File: config.mk
export PLATFORM = sky130hd
export DESIGN_NAME = fan_mode_sequencer
export DESIGN_NICKNAME = d
export VERILOG_FILES = /design/src/rtl/fan_mode_sequencer.sv
export SDC_FILE = /design/constraint.sdc
export NUM_CORES = 1
export LEC_CHECK = 0
export CAP_MARGIN = 20
export CORE_MARGIN = 5
export CORE_UTILIZATION = 57
export CTS_CLUSTER_SIZE = 10
export DETAILED_ROUTE_END_ITERATION = 16
export GPL_TIMING_DRIVEN = 0
export MAX_ROUTING_LAYER = met4
export PLACE_DENSITY = 0.8
export SYNTH_ARGS = -nofsm -noshare
export SYNTH_HDL_FRONTEND = slang
export SYNTH_SLANG_ARGS = --single-unit
File: constraint.sdc
create_clock -name clk -period 3 [get_ports clk]
set_clock_uncertainty 0.2 [all_clocks]
set_input_delay 0.6 -clock clk [delete_from_list [all_inputs] [get_ports clk]]
set_output_delay 0.6 -clock clk [all_outputs]
set_load 0.05 [all_outputs]
File: src/rtl/fan_mode_sequencer.sv
// Fan control sequencer: power, speed, operating mode and auto-off countdown.
// Every output is registered; keys and ticks sampled on one edge take effect on that same edge.
module fan_mode_sequencer #(
    parameter int TIMER_STEP_S = 1800,
    parameter int TIMER_MAX_S  = 3600,
    parameter int NAT_STEP_S   = 5,
    parameter int SLEEP_STEP_S = 600
) (
    input  logic        clk,
    input  logic        rst_n,
    input  logic        tick_1s,
    input  logic        tick_500ms,
    input  logic        key_power,
    input  logic        key_speed,
    input  logic        key_mode,
    input  logic        key_timer,
    output logic        fan_on,
    output logic [1:0]  speed,
    output logic [1:0]  mode,
    output logic [11:0] remain_s,
    output logic        timer_led
);

    localparam int STEP_MAX = (NAT_STEP_S > SLEEP_STEP_S) ? NAT_STEP_S : SLEEP_STEP_S;
    localparam int SW       = (STEP_MAX > 1) ? $clog2(STEP_MAX) : 1;

    typedef enum logic [1:0] {S_OFF, S_NORMAL, S_NATURAL, S_SLEEP} state_t;

    state_t         state_q, state_d;
    logic [1:0]     speed_d, mode_d;
    logic [SW-1:0]  step_q, step_d;
    logic           dir_down_q, dir_down_d;
    logic [11:0]    remain_d;
    logic           led_d, fan_on_d;
    logic           run, expire, go_off;
    logic [12:0]    timer_sum;

    assign run       = (state_q != S_OFF);
    assign timer_sum = {1'b0, remain_s} + 13'(TIMER_STEP_S);
    // A key_timer press in the same cycle suppresses the decrement, so it also suppresses expiry.
    assign expire    = run && !key_timer && tick_1s && (remain_s == 12'd1);
    assign go_off    = run && (key_power || expire);

    always_ff @(posedge clk or negedge rst_n) begin
        if (!rst_n) begin
            state_q    <= S_OFF;
            fan_on     <= 1'b0;
            speed      <= 2'd0;
            mode       <= 2'd0;
            remain_s   <= 12'd0;
            timer_led  <= 1'b0;
            step_q     <= '0;
            dir_down_q <= 1'b0;
        end else begin
            state_q    <= state_d;
            fan_on     <= fan_on_d;
            speed      <= speed_d;
            mode       <= mode_d;
            remain_s   <= remain_d;
            timer_led  <= led_d;
            step_q     <= step_d;
            dir_down_q <= dir_down_d;
        end
    end

    always_comb begin
        state_d = state_q;
        if (state_q == S_OFF) begin
            if (key_power) state_d = S_NORMAL;
        end else if (go_off) begin
            state_d = S_OFF;
        end else if (key_mode) begin
            case (state_q)
                S_NORMAL:  state_d = S_NATURAL;
                S_NATURAL: state_d = S_SLEEP;
                default:   state_d = S_NORMAL;
            endcase
        end
    end

    always_comb begin
        fan_on_d = (state_d != S_OFF);
        case (state_d)
            S_NATURAL: mode_d = 2'd1;
            S_SLEEP:   mode_d = 2'd2;
            default:   mode_d = 2'd0;
        endcase
    end

    always_comb begin
        speed_d    = speed;
        remain_d   = remain_s;
        led_d      = timer_led;
        step_d     = step_q;
        dir_down_d = dir_down_q;
        if (!run) begin
            if (key_power) begin
                speed_d    = 2'd1;
                remain_d   = 12'd0;
                led_d      = 1'b0;
                step_d     = '0;
                dir_down_d = 1'b0;
            end
        end else if (go_off) begin
            speed_d    = 2'd0;
            remain_d   = 12'd0;
            led_d      = 1'b0;
            step_d     = '0;
            dir_down_d = 1'b0;
        end else begin
            if (key_timer)
                remain_d = (timer_sum <= 13'(TIMER_MAX_S)) ? timer_sum[11:0] : 12'd0;
            else if (tick_1s && remain_s != 12'd0)
                remain_d = remain_s - 12'd1;
            // Blink phase restarts at 0 whenever the timer is newly armed or stops.
            if (remain_d == 12'd0 || remain_s == 12'd0)
                led_d = 1'b0;
            else if (tick_500ms)
                led_d = ~timer_led;

            if (key_mode) begin
                case (state_q)
                    S_NORMAL: begin
                        speed_d    = 2'd1;
                        dir_down_d = 1'b0;
                        step_d     = '0;
                    end
                    S_NATURAL: step_d = '0;
                    default: ;
                endcase
            end else if (key_speed && state_q == S_NORMAL) begin
                speed_d = (speed == 2'd3) ? 2'd1 : speed + 2'd1;
            end else if (tick_1s && state_q == S_NATURAL) begin
                if (step_q == SW'(NAT_STEP_S - 1)) begin
                    step_d = '0;
                    if (!dir_down_q) begin
                        speed_d = speed + 2'd1;
                        if (speed == 2'd2) dir_down_d = 1'b1;
                    end else begin
                        speed_d = speed - 2'd1;
                        if (speed == 2'd2) dir_down_d = 1'b0;
                    end
                end else begin
                    step_d = step_q + SW'(1);
                end
            end else if (tick_1s && state_q == S_SLEEP) begin
                if (step_q == SW'(SLEEP_STEP_S - 1)) begin
                    step_d = '0;
                    if (speed > 2'd1) speed_d = speed - 2'd1;
                end else begin
                    step_d = step_q + SW'(1);
                end
            end
        end
    end

endmodule
### Word-level counts from Yosys, hierarchy flattened

Index checks and enable logic that the tools add are counted.
Widths: inputs -> output; s select.

* input port bits: 8
* register bits after elaboration: 31
* output and inout bits: 18
* word-level logic and storage cells: 112

* bitwise operators: 1
* mux-type cells: 52
* $lt $le $gt $ge: 2
* add/sub/neg operators: 5
* reduce and logical (&&, ||, !) cells: 23
* eq/ne operators: 21

Operators by type and width (number)
* $mux 10: 10
* $mux 12: 8
* $mux 2: 17
* $logic_not 12->1: 2
* $ne 6x2->1 const B: 3
* $ne 4x2->1 const B: 4
* $mux 1: 15
* $add 12x11->13 const B: 1
* $le 13x12->1 const B: 1
* $eq 12x1->1 const B: 1
* $eq 2x2->1 const B: 6
* $reduce_bool 12->1: 1
* $sub 12x1->12 const B: 1
* $add 10x1->10 const B: 1
* $eq 10x10->1 const B: 1
* $eq 10x3->1 const B: 1
* $logic_and 1x1->1: 8
* $pmux 2 s2: 2
* $ne 6x5->1 const B: 1
* $reduce_and 6->1: 1
* $reduce_bool 2->1: 3
* $ne 5x2->1 const B: 1
* $reduce_and 5->1: 1
* $ne 4x3->1 const B: 1
* 12 further kinds: 13

### Logic depth before layout (Yosys ltp)

* depth after elaboration: 13
* depth in mapped cells: 11
* gate-level depth less buffers: 9

### Worst setup path before layout

Ideal clock, no wire load.

* path type: register to register
* start point: register remain_s[3]
* end point: register timer_led
* arrival: 2.640 ns
* setup slack: 0.039 ns
* period minus slack after synthesis: 2.961 ns
* library setup time: 0.121 ns
* required time: 2.679 ns
* path buffers: 1
* cell stages (with the launch flop): 9
* path through: dfrtp_1 buf_6 or4_4 o41ai_4 o22ai_2 xor2_1 a2111oi_2 o2111ai_1 a22o_1

* longest elaborated chain between the ends: 11
* elaborated cells between the ends (all ways): 22
* those cells by class: add/sub (2); order compare (1); eq/ne (2); mux (8); reduce/logical (9)

RTL lines
* from (decl): line 20 `output logic [11:0] remain_s,`
* from (signal assigned): line 59 `remain_s <= remain_d;`
* $add 12x11->13 or $reduce_bool 12->1 (tied branches): line 39, 113
* $le 13x12->1 or $logic_and 1x1->1 (tied branches): line 112, 113
* $mux 12 (on tied branches): line 112, 113
* $mux 12: line 111 `if (key_timer)`
* $mux 12: line 104 `end else if (go_off) begin`
* $mux 12: line 96 `if (!run) begin`
* $logic_not 12->1: line 116 `if (remain_d == 12'd0 || remain_s == 12'd0)`
* $logic_or 1x1->1: line 116
* $mux 1: line 116
* $mux 1: line 104
* $mux 1: line 96
* to (signal assigned): line 60 `timer_led <= led_d;`
* to (decl): line 21 `output logic timer_led`

Parallel ways exist; a longest one is shown, timed or not. The select of a mux whose other input is x is not followed.
A chain may end at the register's enable or synchronous reset.

### Worst setup path in the final report

Same ends and word-level chain as after synthesis.

==> impl_metrics.toml <==
[critical_path]
end_kind = "flop"
crit_end = "timer_led"
crit_buf_inv = 1
critPathSlowestCell = "or4_4"
rrSetupSlack_ns = 0.08
r2r-end = "timer_led"
reg2reg_depth = 8
start_kind = "flop"
startpoint = "remain_s[3]"
worstSetupPathType = "reg2reg"
cp_top_family = "simple AND/OR/NAND/NOR gates"
r2r-start = "remain_s[3]"
cp.required_ns = 2.97
crit_arrival_ns = 2.88
path_depth = 8
worstPathCellList = "buf_6, or4_4, nor4_4, o41ai_1, xor2_1, a2111oi_2, o2111ai_1, a22o_1"
crit_path_max_fanout = 9
crit_path_max_incr_delay_ns = 0.55

[power]
p_per_area_nw_per_um2 = 1070
p_int_mw = 1.55
power_mw = 3.28
p_sw_mw = 1.73
comb_power_share_pct = 70.1
swShare_pct = 52.7
irDropWorstVdd_mv = 0.576
p_seq_share_pct = 19.9
clockPowerShare_pct = 10.0
leakage_nw = 1.29

[clocking]
postCtsHoldBufs = 0
root_buffer = "clkbuf_8"
numCtsBuffers = 5
cts_tree = "built"
cts.reportedPaths.clkPinSlew_ns = 0.08
cts_buffer_depth = 2
cts.sinks = 31
cts_max_level = 2
insertion_delay_ns = 0.29

[routing]
detail_route.wl_per_cell_um = 18.1
viasPerCell = 6.47
drtAntennaViolNets = 0
drc = 0
vias = 2678
drt-pass1-iter-count = 6
wirelength_mm = 7.49
first_iter_violations = 235

[synth]
avgSynthCellArea_sq_um = 7.84
synth.most_common_cell = "dfrtp_1"
synth.area.top_cells = "dfrtp_1, ha_1, o21ai_0"
synth_fp_nets = 346
ys_warn_count = 0
syn_area_sq_um = 2540
synth_edf_count = 0
synth_top_cell_by_area = "dfrtp_1"
synth-async-reset-ratio_pct = 100
ys_ff_latch = 31
yosysUniqueCellTypes = 61
synth_cells = 324
netlist.area_leader.share_pct = 30.5
synth_common_cells = "dfrtp_1, nor2_1, o21ai_0, nand2_1, inv_1"
ys.flop_type = "dfrtp_1"
ys_seq_area_share_pct = 30.5

[placement]
portBuffers = 25
place_hpwl_mm = 5.28
gp_congestion = 0.981

[status]
run_status = "completed"

[grt]
grt_pass1_wl_mm = 11.5
grt_pass1_vias = 2373
grt-ovfl-total = 0
grt_usage_pct = 24.4
antenna_found_initial = 0
grt_max_degree = 20

[floorplanning]
initial_utilization_pct = 58.4
die_h_um = 76.8
fp.dieArea_sq_um = 5890
rows = 24
core_sq_um = 4350
fp.dieW_um = 76.8
design.portCount = 26

[timing]
post-route-period-util_pct = 97.2
setup_tns_ns = 0
finalHoldViolCount = 0
drv_slew = 0
period_minus_slack_ns = 2.92
relSlewSlack_pct = 54.3
setup_viol = 0
tightest_slew_ns = 0.683
max_freq_mhz = 343

[cells_and_area]
nFillCells = 392
fin_nets = 383
syn_to_final_growth_pct = 20.2
drive_gt1_share_pct = 10.5
n_antenna_cell = 0

[hold_path]
hold_class = "reg2reg"

[run]
drv_cap = 0
==> per-layer routing <==
layer	track usage [%]	up-vias	share of wire, %
met1	29.0	1254	40
met3	3.98	22	6.7
met2	40.7	155	51
met4	10.5	0	2.9
met5	-	-	0
li1	-	1247	-
==> registers in the layout (all words and copies together) (netlist names) <==
signal,count
dir_down_q,1
timer_led,1
step_q,10
state_q,2
remain_s,12
fan_on,1
speed,2
mode,2
==> power groups by stage <==
stage	sequential (mW)	clock [mW]	combinational (mW)
2_1_floorplan	0.928	0	1.26
3_3_place_gp	0.641	0	2.10
3_5_place_dp	0.645	0	2.11
4_1_cts	0.638	0.329	2.13
5_1_grt	0.668	0.349	2.45
6_report	0.651	0.329	2.30
==> timing repair <==
action,4_1_cts,5_1_grt
resized for setup,3,11
buffers inserted,0,7
hold endpoints to repair,0,0
endpoints found under the setup margin,12,13
pin swaps,2,7
==> placed cells by master, fill, tap and decap left out, types with 2 or more instances in the layout <==
master           Yosys  layout
o21ai_1              8       8
nand2b_1             7       6
and3_1               7       7
nand2_1             25      25
or2_1                2       2
or3_1                5       5
o21ai_0             28      28
o31ai_1              8       7
buf_6                1       2
clkbuf_8             0       5
clkbuf_1            12      11
nor3_1              12      12
ha_1                14      14
o2111ai_1            2       2
nor3b_1              2       2
o211ai_1             3       3
and2_1               3       3
nor2b_1              2       2
nand3_1             11      11
clkbuf_2             0       2
mux2i_1              2       2
clkdlybuf4s50_1      0      24
dfrtp_1             31      31
or2_2                3       3
buf_4                1       8
a22o_1               3       3
nor4_2               1       3
inv_1               21      21
xor2_1               2       2
nand3b_1             3       3
o22ai_1              5       5
a31oi_1              6       6
nor2_1              30      30
xnor2_1              7       6
buf_2                4       2
nand4_1              2       2
a21oi_1             20      20
==> final cells by class <==
cell class | count | area [sq um] | area share (%)
inverter | 21 | 78.8 | 2.58
clock buffer | 7 | 76.3 | 2.50
timing repair buffer | 33 | 329 | 10.8
multi-input combinational | 252 | 1640 | 53.6
clock inverter | 1 | 5.00 | 0.164
buffer | 17 | 87.6 | 2.87
sequential | 31 | 776 | 25.4
tap | 52 | 65.1 | 2.13
==> how the worst min path moves through the flow <==
| stage | start | endpoint | depth (start not counted) |
|---|---|---|---|
| 3_3_place_gp | step_q[5] | step_q[5] | 1 |
| 2_1_floorplan | rst_n | dir_down_q | 0 |
| 5_1_grt | step_q[5] | step_q[5] | 1 |
| 4_1_cts | step_q[3] | step_q[3] | 1 |
| 3_5_place_dp | step_q[3] | step_q[3] | 1 |
| 6_report | step_q[3] | step_q[3] | 1 |
==> metrics by stage <==
step,std cells,util (%),worst slack [ns],cell area [sq um],hold slack [ns]
global placement,401,65.6,-0.490,2860,0.297
finish,414,70.2,0.0842,3060,0.347
detailed placement,402,66.2,-0.540,2880,0.319
floorplan,324,-,0.0387,2540,0.104
CTS,409,68.2,0.0207,2970,0.340
global route,414,70.2,-0.00743,3060,0.376
==> cells by family after synthesis <==
logic type	share of synthesized area, %
muxes	1.23
and+or+nand+nor	25.7
DFF	30.5
AOI/OAI and AO/OA	25.9
xor gates and xnor gates	3.10
buffers and inverters	6.70
adders and majority gates	6.89
(Power assumes the default switching activity.)
